--- src/rtl/scaler_pkg.sv ---
// Shared types and helpers for the horizontal stream scaler.
// Weight 1.0 is 2^(cw-1); the phase accumulator has 5 integer bits.
package scaler_pkg;

  typedef enum logic [1:0] {
    S_FIRST,
    S_NEXT,
    S_EMIT,
    S_TAIL
  } state_t;

  function automatic int coe_one(int cw);
    return 1 << (cw - 1);
  endfunction

  function automatic int round_add(int cw);
    return 1 << (cw - 2);
  endfunction

  function automatic int acc_w(int frac_w);
    return frac_w + 5;
  endfunction

endpackage

--- src/rtl/scaler_h_stream_if.sv ---
// Valid/ready pixel stream with start-of-line and end-of-line marks.
// Master drives payload, slave drives ready.
interface scaler_h_stream_if #(
  parameter int DATA_W = 36
) ();
  logic              valid;
  logic              ready;
  logic [DATA_W-1:0] data;
  logic              sof;
  logic              eol;

  modport master (
    output valid, data, sof, eol,
    input  ready
  );

  modport slave (
    input  valid, data, sof, eol,
    output ready
  );
endinterface

--- src/rtl/scaler_h_mac.sv ---
// One channel of the interpolator: multiply, sum and round, saturate.
// Three enabled register stages; y is the registered output pixel.
module scaler_h_mac
  import scaler_pkg::*;
#(
  parameter int PIXEL_WIDTH = 12,
  parameter int COE_WIDTH   = 10
) (
  input  logic                   clk,
  input  logic                   rst_n,
  input  logic                   en,
  input  logic [PIXEL_WIDTH-1:0] a,
  input  logic [PIXEL_WIDTH-1:0] b,
  input  logic [COE_WIDTH-2:0]   w,
  output logic [PIXEL_WIDTH-1:0] y
);
  localparam int PRW = PIXEL_WIDTH + COE_WIDTH;
  localparam int SW  = PRW + 1;
  localparam int RW  = PIXEL_WIDTH + 2;
  localparam logic [COE_WIDTH-1:0] C_ONE =
    COE_WIDTH'(coe_one(COE_WIDTH));
  localparam logic [SW-1:0] RND =
    SW'(round_add(COE_WIDTH));

  logic [COE_WIDTH-1:0] c0, c1;
  logic [PRW-1:0]       m0, m1;
  logic [SW-1:0]        sum;
  logic [RW-1:0]        r;

  assign c1  = {1'b0, w};
  assign c0  = C_ONE - c1;
  assign sum = SW'(m0) + SW'(m1) + RND;

  always_ff @(posedge clk or negedge rst_n) begin
    if (!rst_n) begin
      m0 <= '0;
      m1 <= '0;
      r  <= '0;
      y  <= '0;
    end else if (en) begin
      m0 <= PRW'(a) * PRW'(c0);
      m1 <= PRW'(b) * PRW'(c1);
      r  <= RW'(sum >> (COE_WIDTH - 1));
      y  <= (|r[RW-1:PIXEL_WIDTH]) ? '1
                                   : r[PIXEL_WIDTH-1:0];
    end
  end
endmodule

--- src/rtl/scaler_h_stream.sv ---
// Horizontal linear-interpolation scaler: phase FSM and stage 1 here,
// per-channel MAC stages 2-4 in scaler_h_mac.
module scaler_h_stream
  import scaler_pkg::*;
#(
  parameter int SCALE_STEP  = 4096,
  parameter int PIXEL_WIDTH = 12,
  parameter int CHANNELS    = 3,
  parameter int COE_WIDTH   = 10
) (
  input  logic        clk,
  input  logic        rst_n,
  input  logic [15:0] scale_step,
  scaler_h_stream_if.slave  s,
  scaler_h_stream_if.master m
);
  localparam int FRAC_W = $clog2(SCALE_STEP);
  localparam int ACC_W  = acc_w(FRAC_W);
  localparam int PW     = PIXEL_WIDTH;
  localparam int DW     = CHANNELS * PW;
  localparam int WW     = COE_WIDTH - 1;
  localparam logic [ACC_W-1:0] ONE = ACC_W'(SCALE_STEP);

  state_t           state;
  logic [ACC_W-1:0] acc;
  logic [15:0]      step_r, step_in;
  logic [DW-1:0]    p0, p1, p0_1, p1_1, y;
  logic [WW-1:0]    w1;
  logic             sof_pend, last;
  logic             en, permit, take, start, ge_one;
  logic             v1, sof1, eol1;
  logic             v2, sof2, eol2;
  logic             v3, sof3, eol3;
  logic             v4, sof4, eol4;

  assign en      = ~v4 | m.ready;
  assign ge_one  = acc >= ONE;
  assign s.ready = permit & en;
  assign take    = s.valid & s.ready;
  assign start   = take & (s.sof | (state == S_FIRST));
  assign step_in = (scale_step == 16'd0) ? 16'(SCALE_STEP)
                                         : scale_step;

  always_comb begin
    permit = 1'b0;
    unique case (state)
      S_FIRST, S_NEXT: permit = 1'b1;
      S_EMIT:          permit = ge_one & ~last;
      default:         permit = 1'b0;
    endcase
  end

  always_ff @(posedge clk or negedge rst_n) begin
    if (!rst_n) begin
      state    <= S_FIRST;
      acc      <= '0;
      step_r   <= 16'(SCALE_STEP);
      p0       <= '0;
      p1       <= '0;
      sof_pend <= 1'b0;
      last     <= 1'b0;
      v1       <= 1'b0;
      sof1     <= 1'b0;
      eol1     <= 1'b0;
      p0_1     <= '0;
      p1_1     <= '0;
      w1       <= '0;
    end else if (en) begin
      v1   <= 1'b0;
      sof1 <= 1'b0;
      eol1 <= 1'b0;
      // a mid-line sof drops the old line and restarts
      if (start) begin
        p0       <= s.data;
        p1       <= s.data;
        acc      <= '0;
        sof_pend <= 1'b1;
        step_r   <= step_in;
        state    <= s.eol ? S_TAIL : S_NEXT;
      end else begin
        unique case (state)
          S_FIRST: begin
          end
          S_NEXT: begin
            if (take) begin
              p1    <= s.data;
              last  <= s.eol;
              state <= S_EMIT;
            end
          end
          S_EMIT: begin
            if (!ge_one) begin
              v1       <= 1'b1;
              sof1     <= sof_pend;
              p0_1     <= p0;
              p1_1     <= p1;
              w1       <= acc[FRAC_W-1 -: WW];
              sof_pend <= 1'b0;
              acc      <= acc + ACC_W'(step_r);
            end else if (last) begin
              p0    <= p1;
              acc   <= acc - ONE;
              state <= S_TAIL;
            end else if (take) begin
              p0   <= p1;
              p1   <= s.data;
              acc  <= acc - ONE;
              last <= s.eol;
            end
          end
          S_TAIL: begin
            v1       <= 1'b1;
            sof1     <= sof_pend;
            eol1     <= 1'b1;
            p0_1     <= p1;
            p1_1     <= p1;
            w1       <= '0;
            sof_pend <= 1'b0;
            state    <= S_FIRST;
          end
        endcase
      end
    end
  end

  always_ff @(posedge clk or negedge rst_n) begin
    if (!rst_n) begin
      {v2, sof2, eol2} <= '0;
      {v3, sof3, eol3} <= '0;
      {v4, sof4, eol4} <= '0;
    end else if (en) begin
      {v2, sof2, eol2} <= {v1, sof1, eol1};
      {v3, sof3, eol3} <= {v2, sof2, eol2};
      {v4, sof4, eol4} <= {v3, sof3, eol3};
    end
  end

  for (genvar c = 0; c < CHANNELS; c++) begin : g_ch
    scaler_h_mac #(
      .PIXEL_WIDTH(PW),
      .COE_WIDTH  (COE_WIDTH)
    ) u_mac (
      .clk  (clk),
      .rst_n(rst_n),
      .en   (en),
      .a    (p0_1[c*PW +: PW]),
      .b    (p1_1[c*PW +: PW]),
      .w    (w1),
      .y    (y[c*PW +: PW])
    );
  end

  assign m.valid = v4;
  assign m.sof   = sof4;
  assign m.eol   = eol4;
  assign m.data  = y;
endmodule

--- src/flat_wrapper.sv ---
// flat-port wrapper written by rule: the top's interface ports become plain ports
module scaler_h_stream_flat import scaler_pkg::*;
#(
  parameter int SCALE_STEP  = 4096,
  parameter int PIXEL_WIDTH = 12,
  parameter int CHANNELS    = 3,
  parameter int COE_WIDTH   = 10
)
  (clk, rst_n, scale_step, s_valid, s_data, s_sof, s_eol, s_ready, m_valid, m_data, m_sof, m_eol, m_ready);
  scaler_h_stream_if #(.DATA_W(((12) * (3)))) s_i ();
  scaler_h_stream_if #(.DATA_W(((12) * (3)))) m_i ();
  input  logic clk;
  input  logic rst_n;
  input  logic [15:0] scale_step;
  input wire logic [$bits(s_i.valid)-1:0] s_valid;
  input wire logic [$bits(s_i.data)-1:0] s_data;
  input wire logic [$bits(s_i.sof)-1:0] s_sof;
  input wire logic [$bits(s_i.eol)-1:0] s_eol;
  output wire logic [$bits(s_i.ready)-1:0] s_ready;
  output wire logic [$bits(m_i.valid)-1:0] m_valid;
  output wire logic [$bits(m_i.data)-1:0] m_data;
  output wire logic [$bits(m_i.sof)-1:0] m_sof;
  output wire logic [$bits(m_i.eol)-1:0] m_eol;
  input wire logic [$bits(m_i.ready)-1:0] m_ready;
  assign s_i.valid = s_valid;
  assign s_i.data = s_data;
  assign s_i.sof = s_sof;
  assign s_i.eol = s_eol;
  assign s_ready = s_i.ready;
  assign m_valid = m_i.valid;
  assign m_data = m_i.data;
  assign m_sof = m_i.sof;
  assign m_eol = m_i.eol;
  assign m_i.ready = m_ready;
  scaler_h_stream #(.SCALE_STEP(SCALE_STEP), .PIXEL_WIDTH(PIXEL_WIDTH), .CHANNELS(CHANNELS), .COE_WIDTH(COE_WIDTH)) u_core (.clk(clk), .rst_n(rst_n), .scale_step(scale_step), .s(s_i), .m(m_i));
endmodule
--- config.mk ---
export PLATFORM = sky130hd
export DESIGN_NAME = scaler_h_stream_flat
export DESIGN_NICKNAME = d
export VERILOG_FILES = /design/src/rtl/scaler_pkg.sv /design/src/rtl/scaler_h_stream_if.sv /design/src/rtl/scaler_h_mac.sv /design/src/rtl/scaler_h_stream.sv /design/src/flat_wrapper.sv
export SDC_FILE = /design/constraint.sdc
export NUM_CORES = 2
export LEC_CHECK = 0
export CAP_MARGIN = 20
export CORE_ASPECT_RATIO = 2
export CORE_MARGIN = 4
export CORE_UTILIZATION = 35
export CTS_CLUSTER_SIZE = 40
export DETAILED_ROUTE_END_ITERATION = 7
export GPL_TIMING_DRIVEN = 0
export PLACE_DENSITY = 0.54
export SETUP_SLACK_MARGIN = 0.2
export SLEW_MARGIN = 25
export SYNTH_ARGS = -nofsm -noshare
export SYNTH_HDL_FRONTEND = slang
export SYNTH_SLANG_ARGS = --single-unit
--- constraint.sdc ---
create_clock -name clk -period 14.1 [get_ports clk]
set_input_delay 2.115 -clock clk [delete_from_list [all_inputs] [get_ports clk]]
set_output_delay 2.115 -clock clk [all_outputs]
set_load 0.01 [all_outputs]
-- Yosys cells after proc, flatten, opt, wreduce, memory -nomap -nowiden
Index checks and enable logic that the tools add are counted.
- multiplexer cells: 48
- order comparisons: 1
- $mul: 6
- bitwise gates (word level): 9
- add/subtract/negate cells: 9
- reductions and logical operators: 22
- equal/unequal tests: 12
- operator list (operator ; count):
    36-bit 2-to-1 mux ; 11
    36-bit case mux with 2 select lines ; 3
    17-bit 2-to-1 mux ; 5
    22-bit by 22-bit adder with 23-bit output ; 3
    23-bit by 9-bit adder with 23-bit output (second input constant) ; 3
    12-bit by 10-bit multiplier with 22-bit output ; 3
    12-bit by 9-bit multiplier with 21-bit output ; 3
    12-bit 2-to-1 mux ; 3
    9-bit case mux with 2 select lines ; 1
    17-bit by 16-bit adder with 17-bit output ; 1
    17-bit by 13-bit >= comparator with 1-bit output (second input constant) ; 1
    17-bit by 13-bit subtractor with 17-bit output (second input constant) ; 1
    16-bit zero test ; 1
    16-bit 2-to-1 mux ; 1
    1-bit 2-to-1 mux ; 12
    4-bit AND reduction ; 3
    2-bit 2-to-1 mux ; 5
    1-bit case mux with 2 select lines ; 5
    5-bit AND reduction ; 2
    10-bit by 9-bit subtractor with 10-bit output (first input constant) ; 1
    9-bit 2-to-1 mux ; 1
    3-bit by 1-bit inequality test with 1-bit output (second input constant) ; 3
    3-bit nonzero test ; 3
    2-bit nonzero test ; 4
    16 further kinds ; 28
- register bits: 412
- output and inout bits: 40
- input port bits: 58

-- Logic depth before layout (Yosys ltp)
- depth in word-level cells: 10
- gate-level depth with buffers: 28

-- Hierarchy
From an unflattened synthesis, not the netlist that was laid out.
- cells, all modules: 4711
- area total of the unflattened synthesis: 43208.9 um^2
- modules (own cells, without submodules) (module ; cells an instance ; sequential area each (um^2) ; times used ; area an instance (um^2)):
    scaler_h_mac (u_core.g_ch[2].u_mac) ; 1282 ; 1726.7 ; 1 ; 11397.2
    scaler_h_mac (u_core.g_ch[0].u_mac) ; 1274 ; 1726.7 ; 1 ; 11299.6
    scaler_h_mac (u_core.g_ch[1].u_mac) ; 1232 ; 1726.7 ; 1 ; 11295.8
    scaler_h_stream ; 923 ; 5056.1 ; 1 ; 9216.3

-- Worst setup path after synthesis
OpenSTA, ideal clock, no wires.
- path type: register to register
- from: register u_core.w1[0]
- to: register u_core.g_ch[0].u_mac.m0[20]
- setup slack: 7.392 ns
- stages on the path, launching flop included: 28
- library setup time: 0.133 ns
- data required time: 13.967 ns
- period minus slack after synthesis: 6.708 ns
- arrival time: 6.575 ns
- path through: dfrtp_1 clkbuf_1 clkbuf_1 inv_1 ha_1 or3b_2 nor3_1 xnor2_1 clkbuf_1 nand2_1 fa_1 fa_1 inv_1 fa_1 fa_1 inv_1 fa_1 inv_1 ha_1 a21o_1 a21oi_1 o21ai_0 o2111ai_1 a41oi_1 or4_1 a31oi_1 xor2_1 o21ai_0
- longest elaborated chain between the ends: 2
- RTL lines (item ; RTL line ; text):
    from (decl) ; scaler_h_stream.sv:28 ; logic [WW-1:0] w1;
    from (signal assigned) ; scaler_h_stream.sv:97 ; w1 <= acc[FRAC_W-1 -: WW];
    10-bit by 9-bit subtractor with 10-bit output ; scaler_h_mac.sv:31 ; assign c0 = C_ONE - c1;
    12-bit by 10-bit multiplier with 22-bit output ; scaler_h_mac.sv:41 ; m0 <= PRW'(a) * PRW'(c0);
    to (signal assigned) ; scaler_h_mac.sv:41 ;
    to (decl) ; scaler_h_mac.sv:26 ; logic [PRW-1:0] m0, m1;
Every way passes these cells.
A chain may end at the register's enable or synchronous reset.

-- Final worst setup path
- from: register u_core.w1[1]
- to: register u_core.g_ch[2].u_mac.m0[19]
- longest elaborated chain between the ends: 2
- RTL lines (item ; RTL line):
    10-bit by 9-bit subtractor with 10-bit output ; scaler_h_mac.sv:31
    12-bit by 10-bit multiplier with 22-bit output ; scaler_h_mac.sv:41
    to (signal assigned) ; scaler_h_mac.sv:41
    to (decl) ; scaler_h_mac.sv:26
Every way passes these cells.

==> metrics.yaml <==
grt:
  grt_max_degree: 83
  grt_pass1_vias: 32600
  track_usage_pct: 21.8
  antenna_found_initial: 3
  grt-ovfl-total: 0
  grt_pass1_wl_um: 202000
floorplanning:
  io_pins: 98
  start_util_pct: 35.3
  coreArea_mm2: 0.115
  die-height_um: 490
  chipWidth_um: 249
  rows: 176
  die_area_mm2: 0.122
clocking:
  clk_latency_ps: 630
  cts_buffer_depth: 3
  path_clk_slew_ps: 60
  cts_made_buffers: 41
  postCtsSetupBuffers: 0
  cts_root_buf: "clkbuf_16"
  htreeDepth: 2
  post_cts_resized: 0
  cts_hold_buf: 0
  tritoncts: "yes"
  clkSinkCount: 409
yosys:
  syn_inst: 4347
  ys_top_cells_by_area: "dfrtp_1 (25%), fa_1 (22%), ha_1 (13%), nand2_1 (6.6%), and2_1 (5.2%)"
  postSynthAreaPerCell_um2: 9.36
  yosys.area.top_type: "dfrtp_1"
  synth_cell_type_count: 76
  ys_seq_elements: 409
  synth_top_area_share_pct: 25.1
  synth_warnings: 0
  seq_area_frac_synth_pct: 25.2
  syn_nets: 5291
  synthArstFlopShare_pct: 100
  synth_area_mm2: 0.0407
  synth-main-ff-cell: "dfrtp_1"
  synth_edf_count: 0
power_and_ir_drop:
  power_frac_seq_pct: 27.9
  power_density_mw_per_mm2: 158
  p_int_w: 0.00376
  power_leakage_nw: 22.4
  comb_power_share_pct: 55.5
  clock_power_share_pct: 16.5
  vdd_drop_max_mv: 0.127
  swShare_pct: 47.4
  power.switching_w: 0.00339
placed_design:
  gp_congestion: 0.921
  dp_hpwl_um: 113000
  port_buffers: 97
  place_ws_ps: 4360
  postPlaceCellArea_mm2: 0.0437
  place_inst: 5962
cells_and_area:
  stdcell_area_mm2: 0.0451
  nFillCells: 11700
  final_common_cell: "nand2_1"
  num-nets-final: 5436
  most-common-layout-cells: "nand2_1 (715), inv_1 (526), fa_1 (448), ha_1 (438), dfrtp_1 (408)"
  multi_input_area_mm2: 0.0276
  register_area_mm2: 0.0102
  drive_gt1_share_pct: 4.71
  final-instance-count-excl-fill: 6036
  synthToLayoutAreaGrowth_pct: 10.9
sta:
  hold_viol: 0
  timing.final.ws_setup_ps: 4330
  max_slew_margin_pct: 23.7
  slew_violations: 0
  setup_viol_count_final: 0
  tightest_slew_ps: 1140
  min_period_ps: 9770
  max_clock_freq_mhz: 102
  fin_setup_tns_ps: 0
  rsz0062_at_grt: "no"
  fin_skew_ps: 37.9
  period_share_pct: 69.3
detailed_routing:
  drt_iter0_markers: 1426
  via_per_inst: 5.09
  via_count: 30700
  drt-total-wl_um: 134000
  final_antenna_net_count: 0
  drcViolationCount: 0
  wl_per_cell_um: 22.2
  first_pass_iters: 5
worst_setup_path:
  critPathLaunchType: "flip-flop"
  crit_family: "adder cells"
  worstPathArrival_ps: 10220
  slowest_delay_ps: 830
  critical-path-slowest-cell: "clkbuf_1"
  path_buf_inv: 6
  crit_path_max_fanout: 10
  cp.required_ps: 14550
  crit_path_cell_trace: "clkbuf_1, clkbuf_1, inv_1, ha_1, or3b_2, xor2_1, clkbuf_1, and2_1, fa_1, fa_1, fa_1, fa_1, inv_1, fa_1, inv_1, ha_1, a21o_1, a41oi_1, o221ai_1, o31ai_1, nand2b_1, a21oi_1, xor2_1, o21ai_0"
  endpoint_kind: "flip-flop"
  worstSetupPathType: "reg2reg"
  crit_top_cell: "fa_1"
flow_run:
  maxCapViolCount: 0
run_status:
  status: "completed"
min_path:
  hold_path_class: "reg2reg"
==> final cells by class <==
class	instances	share of cell area, %
multi-input combinational	3184	61.1
buffer	228	2.05
antenna	2	0.0111
clock buffer	51	2.47
timing repair buffer	102	2.47
tap	1513	4.19
inverter	526	4.37
sequential	409	22.7
clock inverter	21	0.668
==> per-layer routing <==
layer | routed length (µm) | global-route usage (%) | share of wire [%]
met5 | 27 | 0 | 0.020
met1 | 45600 | 21.5 | 34
met2 | 72300 | 41.8 | 54
met3 | 4010 | 1.97 | 3.0
met4 | 12300 | 16.1 | 9.2
==> Yosys cell counts, types with 8 or more instances <==
cell type,n
dfrtp_1,408
mux2i_1,72
a21oi_1,176
buf_1,12
buf_2,20
mux2_2,75
a21o_1,28
buf_4,8
o22a_1,36
o21ai_0,154
nand2b_1,26
xnor2_1,70
and2_1,338
nor2_1,157
a211oi_1,10
a41oi_1,8
o21ai_1,48
nand4_1,13
nor4_1,8
clkbuf_1,186
fa_1,448
nor2b_1,13
inv_1,526
nor3_1,37
xor2_1,64
nand3_1,39
or3_1,21
a31oi_1,13
o21a_1,31
nand2_1,715
o31ai_1,24
ha_1,438
and3_1,8
or2_2,12
o21bai_1,13
==> worst min-delay path: cells and delay by family (launching register included) <==
kind          cells  cell delay, ps
flops             1             340
simple gates      2             100
==> per-stage QoR <==
| step | hold WS [ps] | util [%] | total power (W) |
|---|---|---|---|
| floorplan | 430 | - | 0.00435 |
| CTS | 470 | 39.2 | 0.00722 |
| finish | 467 | 39.2 | 0.00715 |
| global placement | 452 | 37.8 | 0.00594 |
| global route | 487 | 39.2 | 0.00765 |
| detailed placement | 456 | 38.0 | 0.00601 |
==> worst paths after layout <==
check	startpoint	to	slack (ps)	cells past startpoint
min	u_core.g_ch[2].u_mac.m0[0]$_DFFE_PN0P_	u_core.g_ch[2].u_mac.m0[0]$_DFFE_PN0P_	470	2
min reg2reg	u_core.g_ch[2].u_mac.m0[0]$_DFFE_PN0P_	u_core.g_ch[2].u_mac.m0[0]$_DFFE_PN0P_	470	2
max in group asynchronous	rst_n	u_core.p0_1[30]$_DFFE_PN0P_	11190	4
min in group asynchronous	rst_n	u_core.g_ch[0].u_mac.m1[5]$_DFFE_PN0P_	1440	1
max	u_core.w1[1]$_DFFE_PN0P_	u_core.g_ch[2].u_mac.m0[19]$_DFFE_PN0P_	4330	24
max reg2reg	u_core.w1[1]$_DFFE_PN0P_	u_core.g_ch[2].u_mac.m0[19]$_DFFE_PN0P_	4330	24
==> power groups by stage <==
stage / Combinational [W] / Sequential (W) / Clock [W]
6_report: 0.00397 / 0.00200 / 0.00118
3_3_place_gp: 0.00392 / 0.00202 / 0
5_1_grt: 0.00435 / 0.00205 / 0.00125
2_1_floorplan: 0.00246 / 0.00189 / 0
4_1_cts: 0.00401 / 0.00200 / 0.00121
3_5_place_dp: 0.00398 / 0.00203 / 0
==> sequential cells by signal, summed over array words and instances, names as in the netlist, 2 cells and up <==
name,flops
u_core.acc,17
u_core.w1,9
u_core.g_ch.u_mac.y,36
u_core.g_ch.u_mac.m0,66
u_core.g_ch.u_mac.m1,63
u_core.state,2
u_core.p0_1,36
u_core.p1,36
u_core.g_ch.u_mac.r,42
u_core.step_r,16
u_core.p1_1,36
u_core.p0,36
==> logic make-up after synthesis <==
| family | Yosys count | share of synthesized area [%] |
|---|---|---|
| AOI/OAI and AO/OA | 604 | 9.22 |
| adders and majority gates | 886 | 35.5 |
| muxes | 147 | 3.85 |
| xor gates and xnor gates | 134 | 2.88 |
| and+or+nand+nor | 1413 | 16.3 |
| buffers and inverters | 754 | 7.13 |
| DFF | 409 | 25.2 |
No activity file was read; power rests on OpenSTA's default activity.
